File: config.mk
export PLATFORM = sky130hd
export DESIGN_NAME = mac_acc
export DESIGN_NICKNAME = d
export VERILOG_FILES = /design/src/rtl/mac_acc.sv
export SDC_FILE = /design/constraint.sdc
export NUM_CORES = 1
export LEC_CHECK = 0
export CAP_MARGIN = 20
export CORE_UTILIZATION = 40
export CTS_BUF_LIST = sky130_fd_sc_hd__clkbuf_16
export DETAILED_ROUTE_END_ITERATION = 7
export GPL_ROUTABILITY_DRIVEN = 0
export PLACE_DENSITY = 0.6
export SLEW_MARGIN = 20
export SYNTH_ARGS = -nofsm -noshare
export SYNTH_HDL_FRONTEND = slang
export SYNTH_SLANG_ARGS = --single-unit
File: constraint.sdc
create_clock -name clk -period 4.1 [get_ports clk]
set_input_delay 0.82 -clock clk [delete_from_list [all_inputs] [get_ports clk]]
set_output_delay 0.82 -clock clk [all_outputs]
set_load 0.05 [all_outputs]
File: src/rtl/mac_acc.sv
// mac_acc: K-term unsigned dot-product engine.
// Terms (A, X) enter through a valid/ready handshake, pass a two-stage
// pipeline (operand register, product register) and are summed into a
// W-bit accumulator. After K terms the pipeline drains and the sum is
// presented on out_sum with out_valid until the consumer takes it.

// mult_full: exact unsigned N x M multiplier, full N+M bit result.
module mult_full #(
   parameter int N = 8,
   parameter int M = 8
) (
   input  logic [N-1:0]   a,
   input  logic [M-1:0]   b,
   output logic [N+M-1:0] p
);

   // Operands are zero-extended to the result width so no bits are lost.
   always_comb begin
      p = {{M{1'b0}}, a} * {{N{1'b0}}, b};
   end

endmodule

// Handshake rules (both ports):
//   a transfer happens in exactly the cycles where valid and ready are both 1
//   at the rising edge; the producer holds its data stable while valid=1 and
//   ready=0; ready never depends on valid of the same port.
module mac_acc #(
   parameter  int N = 8,
   parameter  int M = N,
   parameter  int K = 4,
   localparam int W = N + M + $clog2(K)
) (
   input  logic         clk,
   input  logic         rst,
   input  logic         in_valid,
   output logic         in_ready,
   input  logic [N-1:0] A,
   input  logic [M-1:0] X,
   output logic         out_valid,
   input  logic         out_ready,
   output logic [W-1:0] out_sum,
   output logic         busy,
   output logic [1:0]   dbg_state
);

   localparam int KW = $clog2(K);
   localparam int PW = N + M;
   localparam logic [KW-1:0] LAST_TERM = KW'(K - 1);

   typedef enum logic [1:0] {
      IDLE  = 2'd0,
      ACC   = 2'd1,
      DRAIN = 2'd2,
      DONE  = 2'd3
   } state_t;

   state_t         state_q, state_d;
   logic [KW-1:0]  cnt_q, cnt_d;
   logic [N-1:0]   a_q, a_d;
   logic [M-1:0]   x_q, x_d;
   logic           s1_v_q, s1_v_d;
   logic [PW-1:0]  prod_q, prod_d;
   logic           s2_v_q, s2_v_d;
   logic [W-1:0]   acc_q, acc_d;

   logic [PW-1:0]  prod_w;
   logic           take_in;
   logic           take_out;

   // Stage-1 operands feed the multiplier; its result lands in stage 2.
   mult_full #(
      .N (N),
      .M (M)
   ) u_mult (
      .a (a_q),
      .b (x_q),
      .p (prod_w)
   );

   // Handshake decode: ready comes only from state (and is forced low in reset).
   always_comb begin
      in_ready  = ((state_q == IDLE) || (state_q == ACC)) && !rst;
      out_valid = (state_q == DONE);
      take_in   = in_valid && in_ready;
      take_out  = out_valid && out_ready;
   end

   // Pipeline, accumulator and state machine next-state logic.
   always_comb begin
      state_d = state_q;
      cnt_d   = cnt_q;
      a_d     = a_q;
      x_d     = x_q;
      prod_d  = prod_q;
      acc_d   = acc_q;

      // Stage 1: capture operands only on an accepted term.
      s1_v_d = take_in;
      if (take_in) begin
         a_d = A;
         x_d = X;
      end

      // Stage 2: capture the product one cycle after acceptance.
      s2_v_d = s1_v_q;
      if (s1_v_q) begin
         prod_d = prod_w;
      end

      // Accumulator: a new batch starts from zero; otherwise sum valid products.
      // In IDLE the pipeline is always empty, so clear and add never collide.
      if ((state_q == IDLE) && take_in) begin
         acc_d = '0;
      end else if (s2_v_q) begin
         acc_d = acc_q + W'(prod_q);
      end

      unique case (state_q)
         IDLE: begin
            if (take_in) begin
               cnt_d   = KW'(1);
               state_d = ACC;
            end
         end
         ACC: begin
            if (take_in) begin
               if (cnt_q == LAST_TERM) begin
                  cnt_d   = '0;
                  state_d = DRAIN;
               end else begin
                  cnt_d = cnt_q + KW'(1);
               end
            end
         end
         DRAIN: begin
            // Once stage 1 is empty, the last product is either in stage 2
            // (and is summed at this edge) or already summed, so the
            // accumulator is final in the next cycle.
            if (!s1_v_q) begin
               state_d = DONE;
            end
         end
         DONE: begin
            if (take_out) begin
               state_d = IDLE;
            end
         end
         default: begin
            state_d = IDLE;
         end
      endcase
   end

   // All state registers, with synchronous reset clearing everything.
   always_ff @(posedge clk) begin
      if (rst) begin
         state_q <= IDLE;
         cnt_q   <= '0;
         a_q     <= '0;
         x_q     <= '0;
         s1_v_q  <= 1'b0;
         prod_q  <= '0;
         s2_v_q  <= 1'b0;
         acc_q   <= '0;
      end else begin
         state_q <= state_d;
         cnt_q   <= cnt_d;
         a_q     <= a_d;
         x_q     <= x_d;
         s1_v_q  <= s1_v_d;
         prod_q  <= prod_d;
         s2_v_q  <= s2_v_d;
         acc_q   <= acc_d;
      end
   end

   // Status outputs decoded straight from the state register.
   always_comb begin
      out_sum   = out_valid ? acc_q : '0;
      busy      = (state_q != IDLE);
      dbg_state = state_q;
   end

endmodule

==> flow_summary.toml <==
[synthesis]
syn_avg_cell_area_sq_um = 8.614
synth_edf_count = 0
synth_seq_cells = 56
synth.distinct_cells = 57
seq_area_frac_synth_pct = 22.06
async_reset_ff_share_pct = 0
synth-main-ff-cell = "dfxtp_1"
syn-num-nets = 704
syn_inst = 590
syn-cell-area_sq_mm = 0.005082
ys_warn_count = 0

[sta]
worst_clock_skew_ns = 0.004189
tightest_slew_ns = 0.7312
hold_viol = 0
rsz0062_at_grt = "true"
finalSetupViolations = 0
maxSlewViolCount = 0
fin_tns_setup_ns = 0
fin_crit_sh_pct = 97.87
period_needed_ns = 4.012
setup_ws_ns = 0.08752
max_clock_freq_mhz = 249.2
slew_headroom_pct = 51.26

[min_path]
hold_path.class = "register to register"
hold_path_end = "cnt_q[1]"
holdPathStages = 2
min_from = "cnt_q[1]"

[clock_network]
cts_tree = "built"
path_clk_slew_ns = 0.07
cts_root_buffer = "clkbuf_16"
cts.sinks = 56
cts_made_buffers = 5
insertion_delay_ns = 0.31
cts-htree-levels = 2
clock_path_buffers = 2

[cells_and_area]
layout-drive-gt1-share_pct = 15.23
area_growth_pct = 23.54
finish.utilization_pct = 51.41
layout.cells.non_filler = 831
insertedDiodeCount = 0
nets = 776

[floorplanning]
die_w_um = 114.7
core_sq_mm = 0.01221
die_y_um = 114.7
start_util_pct = 41.62
io_pins = 43
die_area_sq_mm = 0.01316
num_rows = 40

[critical_path]
r2r-start = "x_q[2]"
reg2reg_depth = 16
required_ns = 4.30
start_kind = "register"
critPathKind = "register to register"
r2r_slack_ns = 0.09
timing.rr.end = "prod_q[14]"
cp_max_fo = 3
cp-end-kind = "register"
cp.arrival_ns = 4.21

[drt]
vias_per_cell = 4.996
drt_iter0_markers = 237
vias = 4152
detail_route.first_pass.iterations = 6
wl_per_cell_um = 13.64
ant_nets = 0
drc = 0
routed_wl_um = 11330

[grt]
grt_max_degree = 44
grt_pass1_vias = 4234
overflow = 0
grt_pass1_wl_um = 19780
grt_usage_pct = 19.04
antenna_found_initial = 0

[placement]
io_buffer_count = 42
hpwl_um = 8732
dp.cells = 817
place_ws_ns = -0.2214

[power]
p_leak_nw = 2.953
power_w = 0.002051
powerDensity_mw_per_mm2 = 326.7
ir_worst_vdd_mv = 0.4679

[job]
maxCapViolations = 0

[outcome]
status = "completed"
==> what timing repair did <==
item	4_1_cts	5_1_grt
gates resized for setup	28	23
hold buffers	0	0
setup buffers	2	4
setup endpoints to repair	7	7
pin swaps	18	25
hold endpoints to repair	0	0
==> metal layers <==
metal	share of wire [%]	global-route usage [%]	vias up
li1	-	-	2091
met1	47	24.35	2000
met2	49	33.29	52
met3	2.5	3.335	9
met4	1.1	4.762	0
met5	0	0	-
==> state kept, by name, indices dropped and copies added, names as in the netlist <==
name and flops:
s2_v_q 1, acc_q 18, cnt_q 2, prod_q 16, a_q 8, x_q 8
s1_v_q 1, dbg_state 2
==> critical path: stages (launching register included) <==
cell      delay, ns
dfxtp_2        0.33
and2_4         0.15
fa_1           0.54
inv_1          0.05
fa_1           0.50
inv_2          0.04
fa_1           0.47
inv_1          0.04
fa_1           0.48
inv_2          0.05
ha_4           0.15
or3_4          0.40
a21oi_4        0.18
nor2_4         0.06
a221oi_2       0.25
or4b_1         0.15
nand3_1        0.06
==> layout by cell type (no fill, tap or decap), types with 9 or more instances in the layout <==
master,instances
and2_1,61
a21oi_1,20
xnor2_1,13
ha_1,53
dfxtp_2,11
buf_4,38
inv_1,68
nand3_1,9
nand3b_1,17
nor2_1,40
mux2i_1,26
clkdlybuf4s50_1,41
dfxtp_1,44
nand2_1,61
fa_1,36
==> worst max-delay path by stage <==
stage,endpoint,depth (start not counted),startpoint
CTS,prod_q[15],15,a_q[3]
global route,prod_q[14],16,x_q[2]
global placement,prod_q[15],16,x_q[4]
finish,prod_q[14],16,x_q[2]
detailed placement,prod_q[15],16,x_q[4]
floorplan,prod_q[14],17,x_q[7]
==> cell type report <==
class	instances	area, sq um
Clock buffer	5	125.1
Tap cell	168	210.2
Clock inverter	3	21.27
Fill cell	1184	5933
Multi-Input combinational cell	442	3757
Sequential cell	56	1139
Timing Repair Buffer	84	752.0
Inverter	73	274.0
==> where the power goes <==
group / total, W / internal, W / switching [W]
combinational: 0.000888 / 0.000402 / 0.000487
clock: 0.000454 / 0.000229 / 0.000226
sequential: 0.000708 / 0.000618 / 0.0000899
total: 0.00205 / 0.00125 / 0.000802
==> through the flow <==
step	hold slack, ns	area [sq um]
after global placement	0.4419	5914
after floorplan	0.4356	5092
after global routing	0.4997	6279
final	0.4727	6279
after detailed placement	0.4622	5914
after CTS	0.4725	6156
==> cells in the mapped netlist, types with 3 or more instances <==
library cell,number,area (sq um)
a211oi_1,6,45.04
o21ai_1,5,25.02
mux2i_1,26,260.3
clkbuf_1,16,60.06
inv_1,72,270.3
o21ai_0,6,30.03
xor2_1,8,70.07
xnor2_1,13,113.9
nand3_1,9,45.04
ha_1,57,713.2
a21oi_1,23,115.1
and2_1,64,400.4
dfxtp_1,56,1121
nand4_1,3,18.77
fa_1,37,740.7
nor2_1,44,165.2
nand2_1,63,236.5
nor3_1,6,30.03
nand2b_1,5,31.28
and3_1,3,18.77
a21o_1,7,52.55
nand3b_1,17,127.6
==> cell families (layout without fill, tap and decap cells) <==
logic type	count (synthesis)	count (layout)	synth area share, %
flip-flops	56	56	22.06
adder cells (fa/ha/maj)	94	94	28.61
multiplexers	26	26	5.121
AND/OR/NAND/NOR	226	226	23.02
buffers and inverters	92	165	6.819
XOR/XNOR	21	21	3.619
AO/OA/AOI/OAI	75	75	10.76
(Power assumes the default switching activity.)
